### config.mk
export PLATFORM = sky130hd
export DESIGN_NAME = life_cmd_scheduler
export DESIGN_NICKNAME = d
export VERILOG_FILES = /design/src/rtl/life_pkg.sv /design/src/rtl/life_sched_arb.sv /design/src/rtl/life_cmd_scheduler.sv
export SDC_FILE = /design/constraint.sdc
export NUM_CORES = 1
export LEC_CHECK = 0
export CAP_MARGIN = 20
export CORE_UTILIZATION = 51
export CTS_CLUSTER_DIAMETER = 40
export DETAILED_ROUTE_END_ITERATION = 10
export PLACE_DENSITY = 0.8
export SLEW_MARGIN = 40
export SYNTH_ARGS = -nofsm -noshare
export SYNTH_HDL_FRONTEND = slang
export SYNTH_SLANG_ARGS = --single-unit
### constraint.sdc
create_clock -name clk -period 3.3 [get_ports clk]
set_clock_uncertainty 0.2 [all_clocks]
set_input_delay 0.66 -clock clk [delete_from_list [all_inputs] [get_ports clk]]
set_output_delay 0.66 -clock clk [all_outputs]
set_load 0.03 [all_outputs]
### src/rtl/life_pkg.sv
// ---------------------------------------------------------------------------
// life_pkg
//   Shared types for the Life command path.
//   cmd_t         : command encoding on the pe_array command bus (pe_array
//                   imports the same type).
//   sched_state_t : life_cmd_scheduler FSM states.
//   grant_t       : arbitration result of life_sched_arb.
//   grant_to_cmd  : maps a grant onto the command it issues.
// ---------------------------------------------------------------------------
package life_pkg;

  typedef enum logic [1:0] {
    CMD_NOP   = 2'b00,
    CMD_WRITE = 2'b01,
    CMD_STEP  = 2'b10,
    CMD_CLEAR = 2'b11
  } cmd_t;

  typedef enum logic [2:0] {
    S_IDLE       = 3'd0,
    S_ISSUE      = 3'd1,
    S_WAIT_START = 3'd2,
    S_WAIT_DONE  = 3'd3,
    S_DONE       = 3'd4
  } sched_state_t;

  typedef enum logic [1:0] {
    G_NONE = 2'd0,
    G_CLR  = 2'd1,
    G_WR   = 2'd2,
    G_STEP = 2'd3
  } grant_t;

  // Number of consecutive grants a pending step may lose to writes before
  // it is forced through.
  localparam int LOSS_LIMIT = 2;

  // Overrun counter saturation value.
  localparam logic [7:0] OVR_MAX = 8'hFF;

  function automatic cmd_t grant_to_cmd(input grant_t g);
    cmd_t c;
    case (g)
      G_CLR:   c = CMD_CLEAR;
      G_WR:    c = CMD_WRITE;
      G_STEP:  c = CMD_STEP;
      default: c = CMD_NOP;
    endcase
    return c;
  endfunction

endpackage

### src/rtl/life_sched_arb.sv
// ---------------------------------------------------------------------------
// life_sched_arb
//   Combinational request picker for life_cmd_scheduler.
//   Fixed priority clear > write > step, except that a step which has
//   already lost LOSS_LIMIT consecutive grants to writes beats a write.
// Ports
//   en        in  1   arbitration window open (scheduler ready to grant)
//   clr_pend  in  1   clear requested
//   wr_pend   in  1   write requested
//   step_pend in  1   step requested
//   loss_cnt  in  2   consecutive grants the pending step lost to writes
//   grant     out 2   grant_t encoding of the winner (G_NONE if none/!en)
// ---------------------------------------------------------------------------
module life_sched_arb
  import life_pkg::*;
(
  input  logic       en,
  input  logic       clr_pend,
  input  logic       wr_pend,
  input  logic       step_pend,
  input  logic [1:0] loss_cnt,
  output logic [1:0] grant
);

  grant_t pick;
  logic   step_forced;

  assign step_forced = (loss_cnt >= 2'(LOSS_LIMIT));

  always_comb begin
    pick = G_NONE;
    if (en) begin
      if (clr_pend) begin
        pick = G_CLR;
      end else if (step_pend && (!wr_pend || step_forced)) begin
        pick = G_STEP;
      end else if (wr_pend) begin
        pick = G_WR;
      end
    end
  end

  assign grant = pick;

endmodule

### src/rtl/life_cmd_scheduler.sv
// ---------------------------------------------------------------------------
// life_cmd_scheduler
//   Sole command master of pe_array. Arbitrates clear / cell-write /
//   generation-step requests, issues one command at a time, waits for the
//   array's active flag to rise and fall, then acknowledges the requester.
//   Counts completed generations and dropped timer ticks.
// Ports
//   clk, reset            clock, asynchronous active-high reset
//   run_en, tick          free-run enable and timer step trigger
//   step_req              manual single-step pulse
//   clr_req / clr_ack     clear request pulse / completion pulse
//   wr_req / wr_ack       level write request (with wr_x, wr_y, wr_val) /
//                         completion pulse
//   active                pe_array busy flag
//   cmd, adr_x, adr_y,    registered command bus to pe_array
//   state_in
//   busy                  scheduler not in IDLE
//   gen_count             completed steps (wraps)
//   ovr_cnt               ticks dropped because a step was already pending
//                         (saturates at 255)
//   tmo_err               sticky: active stayed high for DONE_TMO cycles
// ---------------------------------------------------------------------------
module life_cmd_scheduler
  import life_pkg::*;
#(
  parameter int X_BITS     = 6,
  parameter int Y_BITS     = 5,
  parameter int STATE_BITS = 1,
  parameter int GEN_BITS   = 16,
  parameter int ACK_WAIT   = 4,
  parameter int DONE_TMO   = 1024
)
(
  input  logic                  clk,
  input  logic                  reset,
  input  logic                  run_en,
  input  logic                  tick,
  input  logic                  step_req,
  input  logic                  clr_req,
  output logic                  clr_ack,
  input  logic                  wr_req,
  input  logic [X_BITS-1:0]     wr_x,
  input  logic [Y_BITS-1:0]     wr_y,
  input  logic [STATE_BITS-1:0] wr_val,
  output logic                  wr_ack,
  input  logic                  active,
  output logic [1:0]            cmd,
  output logic [X_BITS-1:0]     adr_x,
  output logic [Y_BITS-1:0]     adr_y,
  output logic [STATE_BITS-1:0] state_in,
  output logic                  busy,
  output logic [GEN_BITS-1:0]   gen_count,
  output logic [7:0]            ovr_cnt,
  output logic                  tmo_err
);

  // One counter serves both the start window and the completion timeout.
  localparam int TMR_MAX  = (DONE_TMO > ACK_WAIT) ? DONE_TMO : ACK_WAIT;
  localparam int TMR_BITS = (TMR_MAX > 2) ? $clog2(TMR_MAX) : 1;

  sched_state_t          state_reg, state_next;
  grant_t                grant_reg, grant_next;
  cmd_t                  cmd_reg, cmd_next;
  logic [X_BITS-1:0]     adr_x_reg, adr_x_next;
  logic [Y_BITS-1:0]     adr_y_reg, adr_y_next;
  logic [STATE_BITS-1:0] state_in_reg, state_in_next;
  logic [TMR_BITS-1:0]   tmr_reg, tmr_next;
  logic                  clr_pend_reg, clr_pend_next;
  logic                  step_pend_reg, step_pend_next;
  logic [1:0]            loss_reg, loss_next;
  logic [GEN_BITS-1:0]   gen_reg, gen_next;
  logic [7:0]            ovr_reg, ovr_next;
  logic                  tmo_reg, tmo_next;
  logic                  hold_reg;

  logic       tick_step;
  logic       step_in;
  logic       clr_eff;
  logic       step_eff;
  logic       arb_en;
  logic [1:0] arb_grant;
  grant_t     arb_pick;

  assign tick_step = tick & run_en;
  assign step_in   = tick_step | step_req;

  // Requests arriving in the granting cycle are considered directly so a
  // request seen in cycle 0 puts its command on the bus in cycle 1.
  assign clr_eff  = clr_pend_reg | clr_req;
  assign step_eff = step_pend_reg | step_in;

  // The IDLE cycle right after DONE grants nothing: the write requester
  // only lowers wr_req after seeing wr_ack, so its request is stale there.
  assign arb_en = (state_reg == S_IDLE) && !hold_reg;

  life_sched_arb u_arb (
    .en        (arb_en),
    .clr_pend  (clr_eff),
    .wr_pend   (wr_req),
    .step_pend (step_eff),
    .loss_cnt  (loss_reg),
    .grant     (arb_grant)
  );

  assign arb_pick = grant_t'(arb_grant);

  always_ff @(posedge clk or posedge reset) begin
    if (reset) begin
      state_reg     <= S_IDLE;
      grant_reg     <= G_NONE;
      cmd_reg       <= CMD_NOP;
      adr_x_reg     <= '0;
      adr_y_reg     <= '0;
      state_in_reg  <= '0;
      tmr_reg       <= '0;
      clr_pend_reg  <= 1'b0;
      step_pend_reg <= 1'b0;
      loss_reg      <= '0;
      gen_reg       <= '0;
      ovr_reg       <= '0;
      tmo_reg       <= 1'b0;
      hold_reg      <= 1'b0;
    end else begin
      state_reg     <= state_next;
      grant_reg     <= grant_next;
      cmd_reg       <= cmd_next;
      adr_x_reg     <= adr_x_next;
      adr_y_reg     <= adr_y_next;
      state_in_reg  <= state_in_next;
      tmr_reg       <= tmr_next;
      clr_pend_reg  <= clr_pend_next;
      step_pend_reg <= step_pend_next;
      loss_reg      <= loss_next;
      gen_reg       <= gen_next;
      ovr_reg       <= ovr_next;
      tmo_reg       <= tmo_next;
      hold_reg      <= (state_reg == S_DONE);
    end
  end

  always_comb begin
    state_next     = state_reg;
    grant_next     = grant_reg;
    cmd_next       = CMD_NOP;   // a command is on the bus for one cycle only
    adr_x_next     = adr_x_reg;
    adr_y_next     = adr_y_reg;
    state_in_next  = state_in_reg;
    tmr_next       = tmr_reg;
    clr_pend_next  = clr_pend_reg;
    step_pend_next = step_pend_reg;
    loss_next      = loss_reg;
    gen_next       = gen_reg;
    ovr_next       = ovr_reg;
    tmo_next       = tmo_reg;

    // Request capture. A repeated clear simply stays set (absorbed); a
    // timer tick that finds a step already pending is counted as dropped.
    if (clr_req) begin
      clr_pend_next = 1'b1;
    end
    if (step_in) begin
      step_pend_next = 1'b1;
    end
    if (tick_step && step_pend_reg && (ovr_reg != OVR_MAX)) begin
      ovr_next = ovr_reg + 8'd1;
    end

    case (state_reg)
      S_IDLE: begin
        if (arb_pick != G_NONE) begin
          grant_next    = arb_pick;
          cmd_next      = grant_to_cmd(arb_pick);
          adr_x_next    = '0;
          adr_y_next    = '0;
          state_in_next = '0;
          tmr_next      = '0;
          state_next    = S_ISSUE;
          case (arb_pick)
            G_WR: begin
              adr_x_next    = wr_x;
              adr_y_next    = wr_y;
              state_in_next = wr_val;
              if (step_eff && (loss_reg != 2'd3)) begin
                loss_next = loss_reg + 2'd1;
              end
            end
            G_STEP: begin
              // The step request is retired as soon as it is granted, so a
              // tick arriving while this step runs queues exactly one more
              // step and only further ticks count as overruns.
              step_pend_next = 1'b0;
              loss_next      = '0;
            end
            default: ;
          endcase
        end
      end

      S_ISSUE: begin
        tmr_next   = '0;
        state_next = S_WAIT_START;
      end

      S_WAIT_START: begin
        if (active) begin
          tmr_next   = '0;
          state_next = S_WAIT_DONE;
        end else if (tmr_reg == TMR_BITS'(ACK_WAIT - 1)) begin
          // Command finished inside one cycle and active never showed.
          state_next = S_DONE;
        end else begin
          tmr_next = tmr_reg + 1'b1;
        end
      end

      S_WAIT_DONE: begin
        if (!active) begin
          state_next = S_DONE;
        end else if (tmr_reg == TMR_BITS'(DONE_TMO - 1)) begin
          tmo_next   = 1'b1;
          state_next = S_DONE;
        end else begin
          tmr_next = tmr_reg + 1'b1;
        end
      end

      S_DONE: begin
        state_next = S_IDLE;
        case (grant_reg)
          G_STEP: begin
            gen_next = gen_reg + GEN_BITS'(1);
          end
          G_CLR: begin
            // A step requested alongside or behind the clear is kept and
            // runs on the cleared board.
            clr_pend_next = 1'b0;
            ovr_next      = '0;
            tmo_next      = 1'b0;
            gen_next      = '0;
          end
          default: ;
        endcase
      end

      default: begin
        state_next = S_IDLE;
      end
    endcase
  end

  assign cmd       = cmd_reg;
  assign adr_x     = adr_x_reg;
  assign adr_y     = adr_y_reg;
  assign state_in  = state_in_reg;
  assign busy      = (state_reg != S_IDLE);
  assign gen_count = gen_reg;
  assign ovr_cnt   = ovr_reg;
  assign tmo_err   = tmo_reg;
  assign clr_ack   = (state_reg == S_DONE) && (grant_reg == G_CLR);
  assign wr_ack    = (state_reg == S_DONE) && (grant_reg == G_WR);

endmodule
==> flow_metrics.py, run 1 <==
metrics = {
    "floorplan": {
        "start_util_pct": 53.8,
        "die_h_um": 78.9,
        "io_pins": 62,
        "core_um2": 5610,
        "row_count": 27,
        "chipWidth_um": 78.9,
        "die-area_um2": 6220,
    },
    "cells_and_area": {
        "finalNetCount": 414,
        "multi_input_area_um2": 1430,
        "final_common_cell": "clkdlybuf4s50_1",
        "fillers": 451,
        "largest_reg_flops": 16,
        "regArea_um2": 1480,
        "antenna_cells": 0,
        "syn_to_final_growth_pct": 30.0,
        "drive_gt1_share_pct": 10.2,
        "stdcell_count": 464,
        "layout_common_cells": "60 x clkdlybuf4s50_1, 59 x dfrtp_1, 52 x nand2_1",
    },
    "power_and_ir_drop": {
        "switching_share_pct": 35.9,
        "combPwrFrac_pct": 34.1,
        "power_frac_seq_pct": 36.0,
        "vdd_drop_max_uv": 447,
        "power_frac_clock_pct": 30.0,
        "internal_power_uw": 1600,
        "p_total_uw": 2500,
        "power_leakage_uw": 0.00175,
        "power_density_nw_per_um2": 637,
        "switchingPower_uw": 896,
    },
    "yosys": {
        "ys_warn_count": 0,
        "syn_nets": 350,
        "yosysSeqAreaShare_pct": 49.0,
        "synth_cells": 323,
        "synth_edf_count": 0,
        "synthSimpleGateAreaFrac_pct": 28.1,
        "ys_seq_elements": 59,
        "synth_flop_cell": "dfrtp_1",
        "synth_mux_area_share_pct": 1.37,
        "synth_top_family_by_area": "simple AND/OR/NAND/NOR gates",
        "syn_area_um2": 3020,
        "syn_area_per_cell_um2": 9.34,
        "synth-compound-area-share_pct": 10.6,
        "synth-async-reset-ratio_pct": 100,
        "yosysUniqueCellTypes": 55,
        "synth_xor_area_share_pct": 4.36,
        "synthAdderAreaFrac_pct": 2.90,
    },
    "grt": {
        "grt.total_usage_pct": 23.7,
        "grt_max_degree": 60,
        "grt_pass1_vias": 2568,
        "grt_pass1_wl_um": 11500,
        "antenna_found_initial": 0,
        "gr-total-overflow": 0,
    },
    "sta": {
        "fin_crit_ns": 2.92,
        "hold_violations": 0,
        "fin_crit_sh_pct": 88.5,
        "grt_setup_unrepaired": "no",
        "setup_viol": 0,
        "worst_slew_pin_slew_ns": 0.733,
        "max_freq_mhz": 342,
        "maxSlewHeadroom_pct": 51.1,
        "slew_violations": 0,
        "finalSetupTns_ns": 0,
        "finalWorstSetupSlack_ns": 0.378,
    },
    "cts": {
        "cts_resized": 0,
        "numCtsBuffers": 9,
        "root_buffer": "clkbuf_8",
        "clkSinkCount": 59,
        "clk_path_buf_depth": 2,
        "clock_latency_ns": 0.34,
        "cts_tree": "yes",
        "h-tree-depth": 3,
        "ctsHoldBuffers": 0,
        "path_clk_slew_ns": 0.06,
        "cts_setup_buffers": 0,
    },
    "critical_path": {
        "critPathLaunch": "tick",
        "startpoint_type": "input port",
        "r2r_start": "state_reg[1]",
        "cp-endpoint": "tmr_reg[3]",
        "cp_data_arrival_time_ns": 2.92,
        "critPathMaxFanout": 10,
        "rr_worst_depth": 7,
        "r2r_setup_slack_ns": 0.48,
        "cp-end-kind": "flip-flop",
        "critPathKind": "input port to flip-flop",
        "required_ns": 3.30,
        "r2r_end": "tmr_reg[3]",
    },
    "detailed_routing": {
        "viasPerCell": 5.77,
        "first_iter_violations": 128,
        "wl_met3_um": 312,
        "wl_um": 6750,
        "topRoutingLayerUsed": "met4",
        "drtPass1Iterations": 5,
        "routedWlPerCell_um": 14.5,
        "wl_met1_um": 3010,
        "wl_met2_um": 3290,
        "num_vias": 2675,
        "ant_nets": 0,
        "drc_errors": 0,
    },
    "run": {
        "maxCapViolations": 0,
    },
    "outcome": {
        "status": "complete, no violations",
    },
    "place": {
        "place.detailed.hpwl_um": 4620,
        "placed_cells": 448,
        "gp_congestion": 0.869,
        "place_ws_ns": 0.0880,
        "io_buffers": 61,
    },
    "worst_hold_path": {
        "min_path_type": "flip-flop to flip-flop",
    },
}
## metrics by stage
stage	hold slack, ns	area, um2	util, %
floorplan	0.265	3020	-
global route	0.293	3920	69.9
finish	0.265	3920	69.9
global placement	0.250	3690	65.8
CTS	0.271	3920	69.9
detailed placement	0.256	3690	65.8
## kinds of logic (layout without fill, tap and decap cells)
kind of cell,after synthesis,after routing
AOI/OAI and AO/OA,48,48
adders and majority gates,7,7
DFF,59,59
muxes,4,4
and+or+nand+nor,167,167
xor gates and xnor gates,15,15
buffers and inverters,23,92
## per-layer routing
| layer | track usage (%) | vias to the layer above |
|---|---|---|
| met2 | 39.2 | 92 |
| met4 | 10.9 | 0 |
| met1 | 29.7 | 1302 |
| met5 | 0 | - |
| met3 | 5.17 | 14 |
| li1 | - | 1267 |
## cell type report
type                       instances  share of cell area (%)
sequential                        59                    37.7
multi-input combinational        241                    36.4
timing repair buffer              70                    17.2
clock buffer                      12                    3.96
tap                               72                    2.30
clock inverter                     4                    1.85
inverter                           6                   0.575
## power groups by stage
stage               Combinational (uW)  Sequential [uW]  Clock, uW
floorplan                          520              981          0
global placement                   832              907          0
detailed placement                 849              910          0
CTS                                856              897        762
global route                       941              908        794
finish                             850              898        749
## critical path, stage by stage
cell	delay [ns]
clkdlybuf4s50_1	0.50
a211oi_1	0.10
o21ai_0	0.19
nand2_1	0.13
ha_1	0.28
a221o_1	0.33
a211o_1	0.37
o21ai_0	0.21
o21ai_0	0.13
## how the worst min path moves through the flow
stage	start	end	slack, ns	depth (start not counted)
after floorplan	clr_pend_reg	clr_pend_reg	0.27	2
after global placement	adr_y[2]	adr_y[2]	0.25	2
after detailed placement	adr_y[2]	adr_y[2]	0.26	2
after CTS	adr_y[4]	adr_y[4]	0.27	2
after global routing	adr_y[2]	adr_y[2]	0.29	2
final	adr_y[4]	adr_y[4]	0.27	2
## synthesized netlist by cell type (2+ instances only)
library cell / number / area, um2
and3_1: 3 / 18.8
a31oi_1: 3 / 18.8
clkbuf_1: 11 / 41.3
xor2_1: 9 / 78.8
nor2b_1: 2 / 12.5
nor4_1: 2 / 12.5
and4_1: 3 / 26.3
a21oi_1: 8 / 40.0
o31ai_1: 2 / 15.0
buf_6: 3 / 33.8
nand2b_1: 3 / 18.8
nand4_1: 8 / 50.1
nand2_1: 52 / 195
o21ai_0: 19 / 95.1
nand3_1: 32 / 160
mux2i_1: 3 / 30.0
clkbuf_2: 3 / 15.0
or3_1: 4 / 25.0
nor3b_1: 2 / 15.0
nor3_1: 7 / 35.0
dfrtp_1: 59 / 1480
a211oi_1: 2 / 15.0
ha_1: 7 / 87.6
a211o_1: 2 / 17.5
nor2_1: 34 / 128
xnor2_1: 6 / 52.6
inv_1: 6 / 22.5
Power figures use the tool's default switching activity.
==> run 2, diff against run 1 <==
- PLACE_DENSITY: 0.8 -> 0.76
- SLEW_MARGIN: 40 -> unset
==> flow_metrics.py, run 2 (synthesis results as in run 1) <==
metrics = {
    "outcome": {
        "status": "complete, no violations",
    },
    "cts": {
        "path_clk_slew_ns": 0.06,
        "clk_path_buf_depth": 2,
        "clkSinkCount": 59,
        "numCtsBuffers": 9,
        "ctsHoldBuffers": 0,
        "root_buffer": "clkbuf_8",
        "cts_tree": "yes",
        "cts_setup_buffers": 0,
        "cts_resized": 0,
        "h-tree-depth": 3,
        "clock_latency_ns": 0.34,
    },
    "power_and_ir_drop": {
        "switching_share_pct": 37.0,
        "internal_power_uw": 1500,
        "power_density_nw_per_um2": 612,
        "switchingPower_uw": 880,
        "power_frac_seq_pct": 37.8,
        "combPwrFrac_pct": 36.0,
        "vdd_drop_max_uv": 318,
        "power_frac_clock_pct": 26.2,
        "power_leakage_uw": 0.00174,
    },
    "critical_path": {
        "rr_worst_depth": 7,
        "cp-end-kind": "flip-flop",
        "r2r_setup_slack_ns": 0.31,
        "startpoint_type": "flip-flop",
        "critPathKind": "flip-flop to flip-flop",
        "required_ns": 3.30,
        "r2r_start": "state_reg[1]",
        "r2r_end": "tmr_reg[3]",
        "cp_data_arrival_time_ns": 2.98,
        "critPathMaxFanout": 10,
    },
    "grt": {
        "grt_max_degree": 34,
        "antenna_found_initial": 0,
        "grt_pass1_wl_um": 11900,
        "gr-total-overflow": 0,
        "grt_pass1_vias": 2547,
        "grt.total_usage_pct": 24.7,
    },
    "cells_and_area": {
        "syn_to_final_growth_pct": 28.8,
        "largest_reg_flops": 16,
        "final_common_cell": "clkdlybuf4s50_1",
        "layout_common_cells": "60 x clkdlybuf4s50_1, 59 x dfrtp_1, 52 x nand2_1",
        "finalNetCount": 414,
        "drive_gt1_share_pct": 9.74,
        "antenna_cells": 0,
        "stdcell_count": 462,
    },
    "sta": {
        "max_freq_mhz": 335,
        "fin_crit_sh_pct": 90.5,
        "setup_viol": 0,
        "grt_setup_unrepaired": "no",
        "fin_crit_ns": 2.99,
        "maxSlewHeadroom_pct": 54.7,
        "hold_violations": 0,
        "finalSetupTns_ns": 0,
        "slew_violations": 0,
        "worst_slew_pin_slew_ns": 0.674,
    },
    "worst_hold_path": {
        "min_path_type": "flip-flop to flip-flop",
        "hold_end": "adr_x[5]",
        "min_from": "adr_x[5]",
        "worstHoldPathCells": 2,
    },
    "detailed_routing": {
        "wl_met1_um": 3120,
        "viasPerCell": 5.67,
        "drtPass1Iterations": 5,
        "first_iter_violations": 152,
        "drc_errors": 0,
        "ant_nets": 0,
        "wl_met2_um": 3230,
        "wl_um": 6730,
        "topRoutingLayerUsed": "met4",
        "wl_met3_um": 273,
        "num_vias": 2620,
        "routedWlPerCell_um": 14.6,
    },
    "place": {
        "placed_cells": 448,
        "io_buffers": 61,
        "place.detailed.hpwl_um": 4690,
        "gp_congestion": 0.901,
    },
    "run": {
        "maxCapViolations": 0,
    },
    "floorplan": {
        "start_util_pct": 53.8,
        "die_h_um": 78.9,
        "chipWidth_um": 78.9,
        "row_count": 27,
        "die-area_um2": 6220,
        "core_um2": 5610,
        "io_pins": 62,
    },
}
==> run 2: final cells by class <==
cell class,instances,area [um2]
multi-input cells,241,1430
flip-flops and latches,59,1480
clock inverters,3,40.0
well taps,72,90.1
clock buffers,11,141
fillers,468,1720
inverters,6,22.5
repair buffers,70,688
==> run 2: worst max-delay path by stage <==
stage	startpoint	endpoint	slack [ns]	cells after the start
after floorplan	state_reg[0]	tmr_reg[0]	0.55	9
after global placement	tick	tmr_reg[0]	0.16	8
after detailed placement	tick	tmr_reg[5]	0.11	9
after CTS	state_reg[1]	tmr_reg[3]	0.33	7
after global routing	state_reg[1]	tmr_reg[3]	0.14	7
final	state_reg[1]	tmr_reg[3]	0.31	7
==> run 2: through the flow <==
| step | utilization [%] | setup WS (ns) | total power (uW) | area [um2] | hold WS (ns) |
|---|---|---|---|---|---|
| after floorplan | - | 0.546 | 1500 | 3020 | 0.265 |
| after global placement | 66.0 | 0.162 | 1740 | 3700 | 0.249 |
| after detailed placement | 66.0 | 0.114 | 1760 | 3700 | 0.254 |
| after CTS | 69.3 | 0.332 | 2400 | 3880 | 0.269 |
| after global routing | 69.3 | 0.136 | 2520 | 3880 | 0.287 |
| final | 69.3 | 0.313 | 2380 | 3880 | 0.266 |
==> run 2: power groups by stage <==
stage | Sequential, uW | Clock (uW) | Combinational, uW
floorplan | 981 | 0 | 520
global placement | 906 | 0 | 837
detailed placement | 910 | 0 | 855
CTS | 896 | 638 | 861
global route | 908 | 670 | 946
finish | 898 | 623 | 855
==> run 2: routing by layer <==
metal	track usage, %	up-vias
met5	0	-
met4	8.18	0
met3	6.44	11
met2	40.4	61
met1	31.8	1283
li1	-	1265
==> run 2: worst max-delay path, cell delays in order (launching register included) <==
cell	delay, ns
dfrtp_1	0.38
nor4_1	0.62
o211ai_1	0.26
ha_1	0.32
a221o_1	0.33
a211o_1	0.37
o21ai_0	0.23
o21ai_0	0.14
==> run 3, diff against run 2 <==
- SETUP_SLACK_MARGIN: unset -> 0.05
==> results of run 3 <==
The final DEF is identical to that of run 2; final timing and power are the same.
